$ cat config.mk
export PLATFORM = sky130hd
export DESIGN_NAME = mem_access_stage
export DESIGN_NICKNAME = d
export VERILOG_FILES = /design/src/rtl/mem_access_stage.sv
export SDC_FILE = /design/constraint.sdc
export NUM_CORES = 1
export LEC_CHECK = 0
export BUFFER_PORTS_ARGS = -buffer_cell sky130_fd_sc_hd__buf_4
export CAP_MARGIN = 20
export CORE_MARGIN = 4
export CORE_UTILIZATION = 50
export DETAILED_ROUTE_END_ITERATION = 8
export PLACE_DENSITY = 0.84
export SLEW_MARGIN = 5
export SYNTH_ARGS = -nofsm -noshare
export SYNTH_HDL_FRONTEND = slang
export SYNTH_SLANG_ARGS = --single-unit
$ cat constraint.sdc
create_clock -name clk -period 2.19 [get_ports clk]
set_input_delay 0.438 -clock clk [delete_from_list [all_inputs] [get_ports clk]]
set_output_delay 0.438 -clock clk [all_outputs]
set_load 0.005 [all_outputs]
$ cat src/rtl/mem_access_stage.sv
// mem_access_stage: RV32I load/store memory stage with req/ack memory port and valid/ready writeback
module mem_access_stage #(
  parameter int ADDR_WIDTH = 32,
  parameter int MAX_WAIT = 15
) (
  input  logic                  clk,
  input  logic                  rst,
  input  logic                  in_valid,
  output logic                  in_ready,
  input  logic [31:0]           aluout,
  input  logic [31:0]           store_data,
  input  logic [2:0]            funct3,
  input  logic                  memread,
  input  logic                  memwrite,
  input  logic [4:0]            rd,
  input  logic                  regwrite,
  output logic                  mem_req,
  output logic                  mem_we,
  output logic [ADDR_WIDTH-1:0] mem_addr,
  output logic [31:0]           mem_wdata,
  output logic [3:0]            mem_wstrb,
  input  logic                  mem_ack,
  input  logic [31:0]           mem_rdata,
  output logic                  out_valid,
  input  logic                  out_ready,
  output logic [31:0]           out_data,
  output logic [4:0]            out_rd,
  output logic                  out_regwrite,
  output logic                  access_fault,
  output logic                  timeout_fault
);
  typedef enum logic [1:0] {IDLE, ACCESS, HOLD} state_t;
  localparam logic [7:0] MW = 8'(MAX_WAIT);
  state_t state_q, state_d;
  logic mem_req_q, mem_req_d, mem_we_q, mem_we_d;
  logic [ADDR_WIDTH-1:0] mem_addr_q, mem_addr_d;
  logic [31:0] mem_wdata_q, mem_wdata_d, out_data_q, out_data_d;
  logic [3:0] mem_wstrb_q, mem_wstrb_d;
  logic out_valid_q, out_valid_d, out_regwrite_q, out_regwrite_d;
  logic access_fault_q, access_fault_d, timeout_fault_q, timeout_fault_d;
  logic [4:0] out_rd_q, out_rd_d;
  logic [7:0] cnt_q, cnt_d;
  logic [2:0] f3_q, f3_d;
  logic [1:0] off_q, off_d;
  logic rw_q, rw_d;
  logic ill;
  logic [31:0] sh, ld, wdata;
  logic [3:0] wstrb;
  assign in_ready = (state_q == IDLE) && !rst;
  assign mem_req = mem_req_q;
  assign mem_we = mem_we_q;
  assign mem_addr = mem_addr_q;
  assign mem_wdata = mem_wdata_q;
  assign mem_wstrb = mem_wstrb_q;
  assign out_valid = out_valid_q;
  assign out_data = out_data_q;
  assign out_rd = out_rd_q;
  assign out_regwrite = out_regwrite_q;
  assign access_fault = access_fault_q;
  assign timeout_fault = timeout_fault_q;
  always_comb begin
    ill = (memread && memwrite) || (funct3[1:0] == 2'b11) || (memwrite && funct3[2]) ||
          (memread && funct3 == 3'b110) || (funct3[1:0] == 2'b01 && aluout[0]) ||
          (funct3[1:0] == 2'b10 && aluout[1:0] != 2'b00);
    wdata = funct3[1:0] == 2'b00 ? {4{store_data[7:0]}} :
            funct3[1:0] == 2'b01 ? {2{store_data[15:0]}} : store_data;
    wstrb = !memwrite ? 4'b0000 :
            funct3[1:0] == 2'b00 ? 4'b0001 << aluout[1:0] :
            funct3[1:0] == 2'b01 ? 4'b0011 << {aluout[1], 1'b0} : 4'b1111;
    sh = mem_rdata >> {off_q, 3'b000};
    ld = f3_q == 3'b000 ? {{24{sh[7]}}, sh[7:0]} :
         f3_q == 3'b100 ? {24'b0, sh[7:0]} :
         f3_q == 3'b001 ? {{16{sh[15]}}, sh[15:0]} :
         f3_q == 3'b101 ? {16'b0, sh[15:0]} : sh;
    state_d = state_q;
    mem_req_d = mem_req_q;
    mem_we_d = mem_we_q;
    mem_addr_d = mem_addr_q;
    mem_wdata_d = mem_wdata_q;
    mem_wstrb_d = mem_wstrb_q;
    out_valid_d = out_valid_q;
    out_data_d = out_data_q;
    out_rd_d = out_rd_q;
    out_regwrite_d = out_regwrite_q;
    access_fault_d = 1'b0;
    timeout_fault_d = 1'b0;
    cnt_d = cnt_q;
    f3_d = f3_q;
    off_d = off_q;
    rw_d = rw_q;
    if (state_q == IDLE && in_valid) begin
      out_rd_d = rd;
      f3_d = funct3;
      off_d = aluout[1:0];
      rw_d = regwrite;
      cnt_d = '0;
      if (!memread && !memwrite) begin
        out_data_d = aluout;
        out_regwrite_d = regwrite;
        out_valid_d = 1'b1;
        state_d = HOLD;
      end else if (ill) begin
        access_fault_d = 1'b1;
        out_data_d = aluout;
        out_regwrite_d = 1'b0;
        out_valid_d = 1'b1;
        state_d = HOLD;
      end else begin
        mem_req_d = 1'b1;
        mem_we_d = memwrite;
        mem_addr_d = {aluout[ADDR_WIDTH-1:2], 2'b00};
        mem_wdata_d = wdata;
        mem_wstrb_d = wstrb;
        state_d = ACCESS;
      end
    end else if (state_q == ACCESS) begin
      if (mem_ack) begin
        mem_req_d = 1'b0;
        out_valid_d = 1'b1;
        out_regwrite_d = !mem_we_q && rw_q;
        out_data_d = mem_we_q ? out_data_q : ld;
        state_d = HOLD;
      end else if (cnt_q + 8'd1 == MW) begin
        mem_req_d = 1'b0;
        timeout_fault_d = 1'b1;
        out_regwrite_d = 1'b0;
        out_valid_d = 1'b1;
        state_d = HOLD;
      end else begin
        cnt_d = cnt_q + 8'd1;
      end
    end else if (state_q == HOLD && out_ready) begin
      out_valid_d = 1'b0;
      state_d = IDLE;
    end
  end
  always_ff @(posedge clk) begin
    if (rst) begin
      state_q <= IDLE;
      mem_req_q <= 1'b0;
      mem_we_q <= 1'b0;
      mem_addr_q <= '0;
      mem_wdata_q <= '0;
      mem_wstrb_q <= '0;
      out_valid_q <= 1'b0;
      out_data_q <= '0;
      out_rd_q <= '0;
      out_regwrite_q <= 1'b0;
      access_fault_q <= 1'b0;
      timeout_fault_q <= 1'b0;
      cnt_q <= '0;
      f3_q <= '0;
      off_q <= '0;
      rw_q <= 1'b0;
    end else begin
      state_q <= state_d;
      mem_req_q <= mem_req_d;
      mem_we_q <= mem_we_d;
      mem_addr_q <= mem_addr_d;
      mem_wdata_q <= mem_wdata_d;
      mem_wstrb_q <= mem_wstrb_d;
      out_valid_q <= out_valid_d;
      out_data_q <= out_data_d;
      out_rd_q <= out_rd_d;
      out_regwrite_q <= out_regwrite_d;
      access_fault_q <= access_fault_d;
      timeout_fault_q <= timeout_fault_d;
      cnt_q <= cnt_d;
      f3_q <= f3_d;
      off_q <= off_d;
      rw_q <= rw_d;
    end
  end
endmodule

# Word-level counts from Yosys, hierarchy flattened

Index checks and enable logic that the tools add are counted.

Logic and storage cells: 120
Input bits: 112
Register bits: 125
Output and inout port bits: 112

Bitwise logic cells: 6
Reductions and logical operators: 37
Shifts and indexed selects: 3
Eq/ne operators: 15
$add $sub $neg: 1
Mux-type cells: 42

Operator list:

| operator                                                                | count |
|---|---|
| 32-bit two-way mux                                                      | 12 |
| 32-bit by 5-bit >> shifter with 32-bit output                           | 1 |
| 1-bit two-way mux                                                       | 20 |
| 2-bit two-way mux                                                       | 7 |
| 4-bit two-way mux                                                       | 3 |
| 3-bit AND reduction                                                     | 4 |
| 1-bit logical AND                                                       | 10 |
| 3-bit equality test, second input constant                              | 3 |
| 8-bit by 1-bit adder with 8-bit output, second input constant           | 1 |
| 8-bit by 4-bit equality test with 1-bit output, second input constant   | 1 |
| 4-bit AND reduction                                                     | 2 |
| 2-bit equality test, second input constant                              | 3 |
| 1-bit inverter                                                          | 6 |
| 2-bit nonzero test                                                      | 3 |
| 3-bit nonzero test                                                      | 2 |
| 1-bit logical OR                                                        | 5 |
| 2-bit by 1-bit equality test with 1-bit output, second input constant   | 2 |
| 1-bit zero test                                                         | 4 |
| 2-bit zero test                                                         | 2 |
| 2-bit inequality test, second input constant                            | 2 |
| 4-bit by 3-bit inequality test with 1-bit output, second input constant | 1 |
| 4-bit OR reduction                                                      | 1 |
| 1-bit by 2-bit << shifter with 4-bit output, first input constant       | 1 |
| 2-bit by 2-bit << shifter with 4-bit output, first input constant       | 1 |
| other kinds (7)                                                         | 7 |

# Longest topological paths before layout

Gate-level depths: netlist of run 1.

Depth after elaboration: 9
Depth in mapped cells: 8
Gate-level depth less buffers: 7

# Worst setup path before layout of run 1

Ideal clock, no wire load.

Path type: in2reg
Start: input port memwrite
End: register out_data_q[30] (netlist: out_data[30])
Stages: 7
Setup slack: 0.254 ns
Arrival: 1.819 ns
Data required time: 2.073 ns
Setup time: 0.117 ns
Path buffers: 2
Path through: buf_2 nor3b_1 o22ai_4 a22oi_4 buf_6 nor3_1 a32o_1

Longest elaborated chain between the ends: 8
Elaborated cells on any way between the ends: 13
Classes of those cells: eq/ne (1); mux (2); reduce/logical (10)

Ends and longest elaborated chain:

| item                                                              | line | source |
|---|---|---|
| start, declared                                                   | 14   | `input logic memwrite,` |
| 1-bit logical AND                                                 | 62   | `ill = (memread && memwrite) \|\| (funct3[1:0] == 2'b11) \|\| (memwrite && funct3[2]) \|\|` |
| 1-bit logical OR (3 in series)                                    | 62   |  |
| 1-bit logical OR (2 in series)                                    | 63   | `(memread && funct3 == 3'b110) \|\| (funct3[1:0] == 2'b01 && aluout[0]) \|\|` |
| 3-bit by 2-bit inequality test with 1-bit output (no source line) | -    |  |
| 4-bit AND reduction (no source line)                              | -    |  |
| end signal, assigned                                              | 163  | `out_data_q <= out_data_d;` |
| end, declared                                                     | 37   | `logic [31:0] mem_wdata_q, mem_wdata_d, out_data_q, out_data_d;` |

Several ways; a longest one is shown, not always the timed one.
A chain may end at the register's enable or synchronous reset.

# Worst setup path in the final report of run 1

Start: register off_q[0]
End: register out_data_q[14] (netlist: out_data[14])

Longest elaborated chain between the ends: 9

Ends and longest elaborated chain:

| item                                              | line | source |
|---|---|---|
| start, declared                                   | 44   | `logic [1:0] off_q, off_d;` |
| start signal, assigned                            | 153  | `off_q <= '0;` |
| start signal, assigned                            | 170  | `off_q <= off_d;` |
| 32-bit by 5-bit >> shifter with 32-bit output (*) | 70   | `sh = mem_rdata >> {off_q, 3'b000};` |
| 32-bit two-way mux                                | 74   | `f3_q == 3'b101 ? {16'b0, sh[15:0]} : sh;` |
| 32-bit two-way mux                                | 73   | `f3_q == 3'b001 ? {{16{sh[15]}}, sh[15:0]} :` |
| 32-bit two-way mux                                | 72   | `f3_q == 3'b100 ? {24'b0, sh[7:0]} :` |
| 32-bit two-way mux (*)                            | 71   | `ld = f3_q == 3'b000 ? {{24{sh[7]}}, sh[7:0]} :` |
| 32-bit two-way mux (*)                            | 121  | `out_data_d = mem_we_q ? out_data_q : ld;` |
| 32-bit two-way mux (*)                            | 117  | `if (mem_ack) begin` |
| 32-bit two-way mux (*)                            | 116  | `end else if (state_q == ACCESS) begin` |
| 32-bit two-way mux (*)                            | 91   | `if (state_q == IDLE && in_valid) begin` |

Mark *: on every way between the ends. The rest lies on a longest branch, timed or not. The select of a mux whose other input is x is not followed.

==> results of run 1 <==
-- metal layers --
| layer | up-vias | routed length, um |
|---|---|---|
| met4 | 0 | 636 |
| met5 | - | 0 |
| met1 | 2953 | 7520 |
| met3 | 53 | 2250 |
| li1 | 3035 | - |
| met2 | 347 | 9240 |
-- sequential cells by signal, summed over array words and instances, names as in the netlist --
register	flops
state_q	2
mem_req	1
mem_we	1
timeout_fault	1
out_regwrite	1
out_rd	5
mem_addr	30
off_q	2
cnt_q	8
f3_q	3
rw_q	1
out_valid	1
out_data	32
mem_wstrb	4
mem_wdata	32
access_fault	1
-- final timing paths --
kind | end | slack [ns]
setup / recovery | out_data[14]$_SDFFE_PP0P_ | 0.09
setup reg to reg | out_data[14]$_SDFFE_PP0P_ | 0.09
hold reg to reg | out_rd[0]$_SDFFE_PP0P_ | 0.45
hold / removal | out_rd[3]$_SDFFE_PP0P_ | 0.28
-- through the flow --
step	power, mW	hold slack [ns]	setup WS (ns)	cell area [um^2]
after floorplan	3.13	0.437	0.254	6000
after global placement	3.67	0.438	0.146	7780
after detailed placement	3.69	0.447	0.112	7780
after CTS	6.52	0.258	0.103	8380
after global routing	6.75	0.259	-0.0199	8410
final	6.50	0.275	0.0947	8410
-- power by group through the flow --
stage	sequential, mW	combinational (mW)	clock (mW)
floorplan	2.53	0.606	0
global placement	2.53	1.14	0
detailed placement	2.54	1.15	0
CTS	2.49	1.16	2.87
global route	2.50	1.28	2.98
finish	2.49	1.17	2.84
-- critical path, stage by stage, from the launching register on --
cell and delay, ns:
dfxtp_1 0.53, mux4_2 0.63, nand2b_1 0.11, a21oi_1 0.22, a221oi_1 0.39, nor3_2 0.09
-- area by class of cell --
cell class	count	area (um^2)	area share (%)
multi-input combinational	544	3180	37.8
sequential	125	2500	29.8
timing repair buffer	246	1910	22.7
clock buffer	20	467	5.55
tap	143	179	2.13
clock inverter	12	134	1.59
inverter	10	37.5	0.446
-- kinds of logic after synthesis --
logic type	share of synthesized area [%]
multiplexers	6.09
AND/OR/NAND/NOR	20.8
other	0.0625
buffers and inverters	5.88
AO/OA/AOI/OAI	24.5
flip-flops	41.7
XOR/XNOR	0.584
adder cells (fa/ha/maj)	0.417
-- timing repair --
item / in CTS / in global routing
resized for setup: 0 / 6
endpoints found under the setup margin: 0 / 14
hold buffers: 0 / 0
-- cell usage in the layout, fill, tap and decap left out, drive strengths merged, types with 2 or more instances in the layout --
cell,netlist,final
or2,2,2
xnor2,3,3
a21oi,89,89
buf,35,246
clkinvlp,0,2
inv,10,13
and3,4,4
o211ai,7,7
mux2i,32,32
mux2,2,2
bufinv,0,2
nand3,2,2
nor2,66,66
a2111oi,2,2
nand2b,4,4
a31o,2,2
nor3b,3,3
nand2,155,155
conb,1,2
nor3,24,24
nor4b,3,3
nand3b,2,2
a41o,2,2
a32o,8,8
ha,2,2
a221oi,7,7
a211oi,25,25
nor2b,9,9
dfxtp,125,125
a311oi,13,13
or4,2,2
clkbuf,28,20
a31oi,3,3
o21ai,36,36
a22oi,9,9
o221ai,8,8
clkinv,0,5
==> summary.txt, run 1 <==
Place
  – IO buf count: approximately 220
  – Routability cong.: 0.894
  – DP Cell Count: around 1,100
  – DP Wirelength: 14,100 um

Routing
  – Average wire per standard cell: approximately 18 um
  – TritonRoute pass-1 iters: 5
  – Final antenna-violating net count: 0
  – Drt initial violations: around 660
  – Vias per Instance: 5.81
  – DR DRC count: 0
  – Routed wire length: 19,700 um
  – Via count: 6,388

Synthesis
  – Synth area leader: dfxtp_1
  – Cell area after synthesis: 6000 um^2
  – Top cell type's share of synthesized area: a little over two fifths
  – Top-count cell post-synth: nand2_1
  – Ys Warns: 0
  – Count of cell types in the netlist: 59
  – Syn_area_per_cell: 8.09 um^2
  – Mapped Cells: approximately 740
  – Commonest register cell after synthesis: dfxtp_1
  – Post-synth EDFFs: 0
  – FF+latch count, synth: 125
  – Synth cell count leaders: nand2_1, dfxtp_1, a21oi_1, nor2_1, o21ai_0
  – Fraction of registers with async set/reset: 0%
  – Synth area leaders: dfxtp_1, nand2_1, a21oi_1
  – Sequential-to-total area share from yosys stat: roughly two fifths

Outcome
  – Status: finished, final reports clean

Setup path
  – Critical path launch point: off_q[0]$_SDFFE_PP0P_
  – FF-to-FF Start: off_q[0]$_SDFFE_PP0P_
  – CP endpoint kind: register
  – Crit path kind: reg -> reg
  – Worst endpoint required time: approximately 2.5 ns
  – Cells on worst reg2reg path: 5
  – Worst-path fanout max: 9
  – Crit path DAT: roughly 2.4 ns
  – CP Launch Type: register

STA
  – Tmin final: ~2.1 ns
  – Clk_skew: approximately 0.0085 ns
  – Final Max Slew Viols: 0
  – Setup TNS: 0 ns
  – Max transition margin: 51.7%
  – Worst slew pin tran: a little over 0.7 ns
  – Period utilization: approximately 96%
  – Fmax: about 0.48 GHz
  – Unrepaired setup endpoints after global routing: yes
  – Fin. Hold Viols: 0
  – # setup viols final: 0

Global route
  – Grt peak-use layer: met2
  – Initial antenna violation count: 0
  – Largest net degree at the start of global routing: between 60 and 70
  – Total global routing track utilization: between 20% and 30%
  – GR Util met1: roughly a third
  – Met2 Use GR: 44.0%
  – Vias in the first global route: 5,928
  – First-pass GRT wire length: roughly 31,000 um
  – GR Util met3: between 10 and 15%
  – GRT overflow: 0

Pwr
  – Net Sw Frac: 27.2%
  – Internal Power: approximately 4.7 mW
  – Max VDD drop: 421 uV
  – Sw Pwr: between 1.5 and 2 mW
  – Combinational share of power: a little under a fifth
  – Leakage power: approximately 3.5 nW
  – Power share of the clock group: 43.6%
  – Reg power frac: 38.3%
  – Power Density: 774 nW/um^2

Finish
  – Fill count: between 800 and 900
  – Final #Nets: approximately 1,100
  – Ant diodes: 0
  – Share of the core filled with cells: between 70% and 80%
  – Area Growth Syn to Fin: 40.2%
  – Share of layout cells above drive strength 1: between 30% and 40%
  – Final cell count without fillers: 1,100

Clock network
  – Cts bufs inserted: 17
  – Clock Tree Root: clkbuf_16
  – # Post-CTS Setup Buffers: 0
  – CTS tree: yes
  – Clk slew on worst S/H paths: about 0.060 ns
  – Max Root-Sink Buffers: 2
  – Clock latency on the worst-skew pair: 0.41 ns
  – H-tree Lvls: 4
  – Clock Sinks: between 100 and 150

Min path
  – Worst Hold Launch: rd[3]
  – Min-delay worst type: in -> reg
  – Min-Delay Path Depth: 3

Floorplan
  – Core region area: approximately 12,000 um^2
  – Ports: 224
  – Initial Util: between 50% and 60%
  – Die Width: ~120 um
  – Row count: 39
  – Chip Height: 118 um
  – Total Die Area: ~14,000 um^2

Run
  – Max-cap violations: 0
Note: power is estimated with default switching activity, not from simulation.
==> run 2, diff against run 1 <==
--- a/config.mk
+++ b/config.mk
@@ -9,8 +9,9 @@
 export CAP_MARGIN = 20
 export CORE_MARGIN = 4
 export CORE_UTILIZATION = 50
+export CTS_CLUSTER_SIZE = 28
 export DETAILED_ROUTE_END_ITERATION = 8
-export PLACE_DENSITY = 0.84
+export PLACE_DENSITY_LB_ADDON = 0.2
 export SLEW_MARGIN = 5
 export SYNTH_ARGS = -nofsm -noshare
 export SYNTH_HDL_FRONTEND = slang
==> summary.txt, run 2 (same netlist as run 1, synthesis figures left out) <==
Floorplan
  – Total Die Area: 13,800 um^2
  – Row count: 39
  – Initial Util: 51.9%
  – Ports: 224
  – Chip Height: between 100 and 150 um
  – Core region area: approximately 12,000 um^2
  – Die Width: between 100 and 150 um

Finish
  – FF+latch area: ~2500 um^2
  – Area of the multi-input gates: 3160 um^2
  – Commonest non-fill, non-tap cells in the layout: buf_4, nand2_1, dfxtp_1
  – Ant diodes: 0
  – Area Growth Syn to Fin: 39.9%
  – Final cell count without fillers: 1,100
  – Fill count: 918
  – Share of layout cells above drive strength 1: between 30% and 40%
  – Final #Nets: around 1,100
  – Most common cell after layout, fill and taps aside: buf_4

Setup path
  – Cells on worst reg2reg path: 6
  – Highest-delay cell along the critical path: or4_1
  – Worst endpoint required time: between 2 and 3 ns
  – Worst R2R End: cnt_q[5]$_SDFFE_PP0P_
  – Crit path kind: reg -> reg
  – Cell Chain, Critical Path: ha_1 -> a311oi_1 -> a41o_1 -> a31o_2 -> or4_1 -> nand2_1
  – R2R setup slack: approximately 0.13 ns
  – Worst-path fanout max: 7
  – CP Launch Type: register
  – Critical Path Max Stage Delay: between 0.5 and 0.6 ns
  – FF-to-FF Start: cnt_q[0]$_SDFFE_PP0P_
  – CP endpoint kind: register
  – Crit path DAT: around 2.4 ns

Outcome
  – Status: finished, final reports clean

STA
  – Fmax: between 0.4 and 0.5 GHz
  – Fin. Hold Viols: 0
  – Period utilization: 94.2%
  – Final Max Slew Viols: 0
  – Max transition margin: between 30% and 40%
  – Unrepaired setup endpoints after global routing: no
  – # setup viols final: 0
  – Tmin final: about 2.1 ns
  – Worst slew pin tran: approximately 0.93 ns
  – Clk_skew: approximately 0.0061 ns

Routing
  – Drt initial violations: 556
  – Routed wire length: approximately 20,000 um
  – DR DRC count: 0
  – TritonRoute pass-1 iters: 5
  – Final antenna-violating net count: 0
  – Vias per Instance: roughly 5.7
  – Via count: between 6,000 and 7,000
  – Average wire per standard cell: 18.0 um

Pwr
  – Tot Pwr: approximately 6.6 mW
  – Leakage power: about 3.5 nW
  – Internal Power: just under 5 mW
  – Max VDD drop: approximately 570 uV
  – Reg power frac: between 30% and 40%
  – Combinational share of power: approximately 18%
  – Net Sw Frac: roughly a quarter
  – Sw Pwr: around 1.7 mW
  – Power Density: 788 nW/um^2
  – Power share of the clock group: approximately 45%

Clock network
  – Max Root-Sink Buffers: 2
  – Clk slew on worst S/H paths: 0.05 ns
  – Clock Tree Root: clkbuf_16
  – Hold_buf cts: 0
  – Post-cts sizing count: 0
  – Cts bufs inserted: 17
  – Clock latency on the worst-skew pair: ~0.42 ns
  – # Post-CTS Setup Buffers: 0
  – CTS tree: yes
  – H-tree Lvls: 4
  – Clock Sinks: between 100 and 150

Global route
  – Initial antenna violation count: 0
  – First-pass GRT wire length: around 32,000 um
  – Total global routing track utilization: 28.1%
  – Vias in the first global route: between 6,000 and 7,000
  – Largest net degree at the start of global routing: 71
  – GRT overflow: 0

Place
  – DP Cell Count: approximately 1,100
  – Routability cong.: just under 0.9
  – DP Wirelength: about 15,000 um
  – IO buf count: ~220

Min path
  – Min-delay worst type: in -> reg
  – Worst Hold Launch: rd[4]
  – Hold path endpoint: out_rd[4]$_SDFFE_PP0P_
  – Min-Delay Path Depth: 3

Run
  – Max-cap violations: 0
[run 2: cell types whose count changed in the layout (fill, tap and decap cells not counted), moves of 2 or more]
cell / change
buf_12: -2
buf_4: +2
bufinv_16: +2
clkbuf_1: +2
clkbuf_8: -2
inv_6: -3
[run 2: worst max-delay path by stage]
stage / to / start
final: cnt_q[5]$_SDFFE_PP0P_ / cnt_q[0]$_SDFFE_PP0P_
after detailed placement: out_data[1]$_SDFFE_PP0P_ / in_valid
after floorplan: out_data[30]$_SDFFE_PP0P_ / memwrite
after global placement: out_data[18]$_SDFFE_PP0P_ / in_valid
after global routing: cnt_q[5]$_SDFFE_PP0P_ / cnt_q[0]$_SDFFE_PP0P_
after CTS: out_data[20]$_SDFFE_PP0P_ / off_q[0]$_SDFFE_PP0P_
[run 2: critical path, delay by kind of cell (launching register included)]
| kind | cells | cell delay [ns] |
|---|---|---|
| flops | 1 | 0.46 |
| fa+ha+maj | 1 | 0.31 |
| simple gates | 2 | 0.59 |
| compound gates | 3 | 0.65 |
[run 2: cell type report]
class | instances | share of cell area [%]
Multi-Input combinational cell | 544 | 37.7
Clock inverter | 11 | 2.00
Timing Repair Buffer | 247 | 22.6
Sequential cell | 125 | 29.8
Tap cell | 143 | 2.13
Inverter | 10 | 0.447
Clock buffer | 20 | 5.32
[run 2: metal layers]
layer	routed length [um]	GRT usage [%]	vias up
li1	-	-	3027
met1	7820	33.3	2984
met2	9970	48.4	250
met3	1600	8.55	40
met4	443	9.30	0
met5	0	0	-
[run 2: metrics by stage]
stage	worst slack [ns]	utilization (%)	TNS (ns)	instance area [um^2]	hold slack (ns)
floorplan	0.254	-	0	6000	0.437
global placement	0.0240	67.1	0	7760	0.439
detailed placement	-0.0739	67.1	-0.174	7760	0.447
CTS	0.0302	72.4	0	8380	0.263
global route	0.00503	72.6	0	8390	0.276
finish	0.126	72.6	0	8390	0.274
[run 2: power by group through the flow]
stage,clock network (mW),registers (mW),logic (mW)
2_1_floorplan,0,2.53,0.606
3_3_place_gp,0,2.53,1.13
3_5_place_dp,0,2.54,1.16
4_1_cts,2.97,2.49,1.17
5_1_grt,3.07,2.51,1.28
6_report,2.94,2.49,1.18
==> run 3, diff against run 2 <==
--- a/config.mk
+++ b/config.mk
@@ -7,6 +7,7 @@
 export LEC_CHECK = 0
 export BUFFER_PORTS_ARGS = -buffer_cell sky130_fd_sc_hd__buf_4
 export CAP_MARGIN = 20
+export CORE_ASPECT_RATIO = 1.4
 export CORE_MARGIN = 4
 export CORE_UTILIZATION = 50
 export CTS_CLUSTER_SIZE = 28
==> summary.txt, run 3 (same netlist as run 1, synthesis figures left out) <==
Floorplan
  – Chip Height: between 100 and 150 um
  – Total Die Area: between 10,000 and 15,000 um^2
  – Initial Util: 51.0%
  – Row count: 47
  – Die Width: just over 100 um
  – Core region area: 11,800 um^2
  – Ports: about 220

Global route
  – GRT overflow: 0
  – First-pass GRT wire length: about 30,000 um
  – Total global routing track utilization: roughly 28%
  – GR Util met3: between 8 and 9%
  – Met2 Use GR: 47.9%
  – Initial antenna violation count: 0
  – Largest net degree at the start of global routing: between 60 and 70
  – Grt peak-use layer: met2
  – GR Util met1: 30.2%
  – Vias in the first global route: about 6,200

Clock network
  – Post-cts sizing count: 0
  – Clock Tree Root: clkbuf_16
  – Hold_buf cts: 0
  – Clock Sinks: 125
  – H-tree Lvls: 4
  – Max Root-Sink Buffers: 2
  – Clock latency on the worst-skew pair: between 0.4 and 0.5 ns
  – # Post-CTS Setup Buffers: 0
  – Clk slew on worst S/H paths: about 0.050 ns
  – Cts bufs inserted: 17
  – CTS tree: yes

Setup path
  – FF-to-FF Start: cnt_q[1]$_SDFFE_PP0P_
  – R2R setup slack: 0.11 ns
  – Crit path kind: reg -> reg
  – Crit path DAT: ~2.4 ns
  – Worst endpoint required time: roughly 2.5 ns
  – Cell Chain, Critical Path: ha_1 -> inv_1 -> a2111oi_2 -> a31oi_1 -> o31ai_1 -> a21oi_1
  – Critical Path Max Stage Delay: approximately 0.52 ns
  – Worst-path fanout max: 7
  – Highest-delay cell along the critical path: a2111oi_2
  – CP endpoint kind: register
  – Cells on worst reg2reg path: 6
  – Worst R2R End: out_regwrite$_SDFFE_PP0P_
  – CP Launch Type: register

Routing
  – Routed wire length: 20,000 um
  – Drt initial violations: 362
  – Vias per Instance: slightly below 6
  – Final antenna-violating net count: 0
  – Average wire per standard cell: 18.1 um
  – Via count: 6,396
  – DR DRC count: 0
  – TritonRoute pass-1 iters: 5

STA
  – Final Max Slew Viols: 0
  – Max transition margin: between 40% and 50%
  – # setup viols final: 0
  – Period utilization: 94.9%
  – Fin. Hold Viols: 0
  – Tmin final: 2.08 ns
  – Setup TNS: 0 ns
  – Clk_skew: 0.0133 ns
  – Worst slew pin tran: approximately 0.84 ns
  – Fmax: 0.481 GHz
  – Unrepaired setup endpoints after global routing: no

Finish
  – Fill count: around 970
  – Area Growth Syn to Fin: 39.0%
  – Final #Nets: about 1,100
  – Area of the multi-input gates: about 3200 um^2
  – Commonest non-fill, non-tap cells in the layout: buf_4, nand2_1, dfxtp_1
  – Most common cell after layout, fill and taps aside: buf_4
  – FF+latch area: roughly 2500 um^2
  – Design Area, Final: between 8000 and 9000 um^2
  – Ant diodes: 0
  – Share of layout cells above drive strength 1: 31.3%

Place
  – IO buf count: 221
  – DP Wirelength: roughly 15,000 um
  – Routability cong.: 0.931
  – Placed cell areas: ~8000 um^2

Min path
  – Min-Delay Path Depth: 3
  – Min-delay worst type: in -> reg
  – Worst Hold Launch: rd[1]
  – Hold path endpoint: out_rd[1]$_SDFFE_PP0P_

Outcome
  – Status: finished, final reports clean

Pwr
  – Leakage power: between 3 and 4 nW
  – Max VDD drop: between 600 and 700 uV
  – Power Density: approximately 750 nW/um^2

Run
  – Max-cap violations: 0
==> run 3: final cells by class <==
type / count / area share, %
Timing Repair Buffer: 249 / 23.0
Inverter: 10 / 0.450
Sequential cell: 125 / 30.0
Tap cell: 147 / 2.21
Clock buffer: 22 / 5.69
Multi-Input combinational cell: 544 / 37.8
Clock inverter: 7 / 0.796
==> run 3: where the power goes <==
group	switching [mW]	total [mW]	internal [mW]
clock network	0.972	2.59	1.62
logic	0.626	1.18	0.555
registers	0.0832	2.49	2.41
==> run 3: worst max-delay path by stage <==
stage	to	cells past startpoint	start	slack (ns)
after floorplan	out_data[30]$_SDFFE_PP0P_	7	memwrite	0.25
after global placement	out_data[10]$_SDFFE_PP0P_	6	mem_rdata[31]	0.1
after detailed placement	out_data[10]$_SDFFE_PP0P_	6	mem_rdata[31]	0.07
after CTS	out_regwrite$_SDFFE_PP0P_	6	cnt_q[1]$_SDFFE_PP0P_	0.15
after global routing	cnt_q[3]$_SDFFE_PP0P_	6	cnt_q[1]$_SDFFE_PP0P_	0.005
final	out_regwrite$_SDFFE_PP0P_	6	cnt_q[1]$_SDFFE_PP0P_	0.11
==> run 3: metrics by stage <==
stage | std cells | util, % | power [mW] | worst slack [ns] | hold slack (ns)
2_1_floorplan | 742 | - | 3.13 | 0.254 | 0.437
3_3_place_gp | 1075 | 66.3 | 3.67 | 0.0976 | 0.442
3_5_place_dp | 1075 | 66.3 | 3.70 | 0.0698 | 0.447
4_1_cts | 1104 | 70.9 | 6.29 | 0.154 | 0.261
5_1_grt | 1104 | 70.9 | 6.51 | 0.00478 | 0.282
6_report | 1104 | 70.9 | 6.26 | 0.112 | 0.273
==> run 3: critical path, delay by kind of cell (launching register included) <==
family / cells / cell delay [ns]
compound gates: 4 / 1.28
fa+ha+maj: 1 / 0.19
buf+inv: 1 / 0.05
flops: 1 / 0.43
==> run 3: per-layer routing <==
layer,vias to the layer above,wire (um)
met2,322,9960
met4,0,886
met3,59,1710
met5,-,0
li1,3039,-
met1,2976,7450
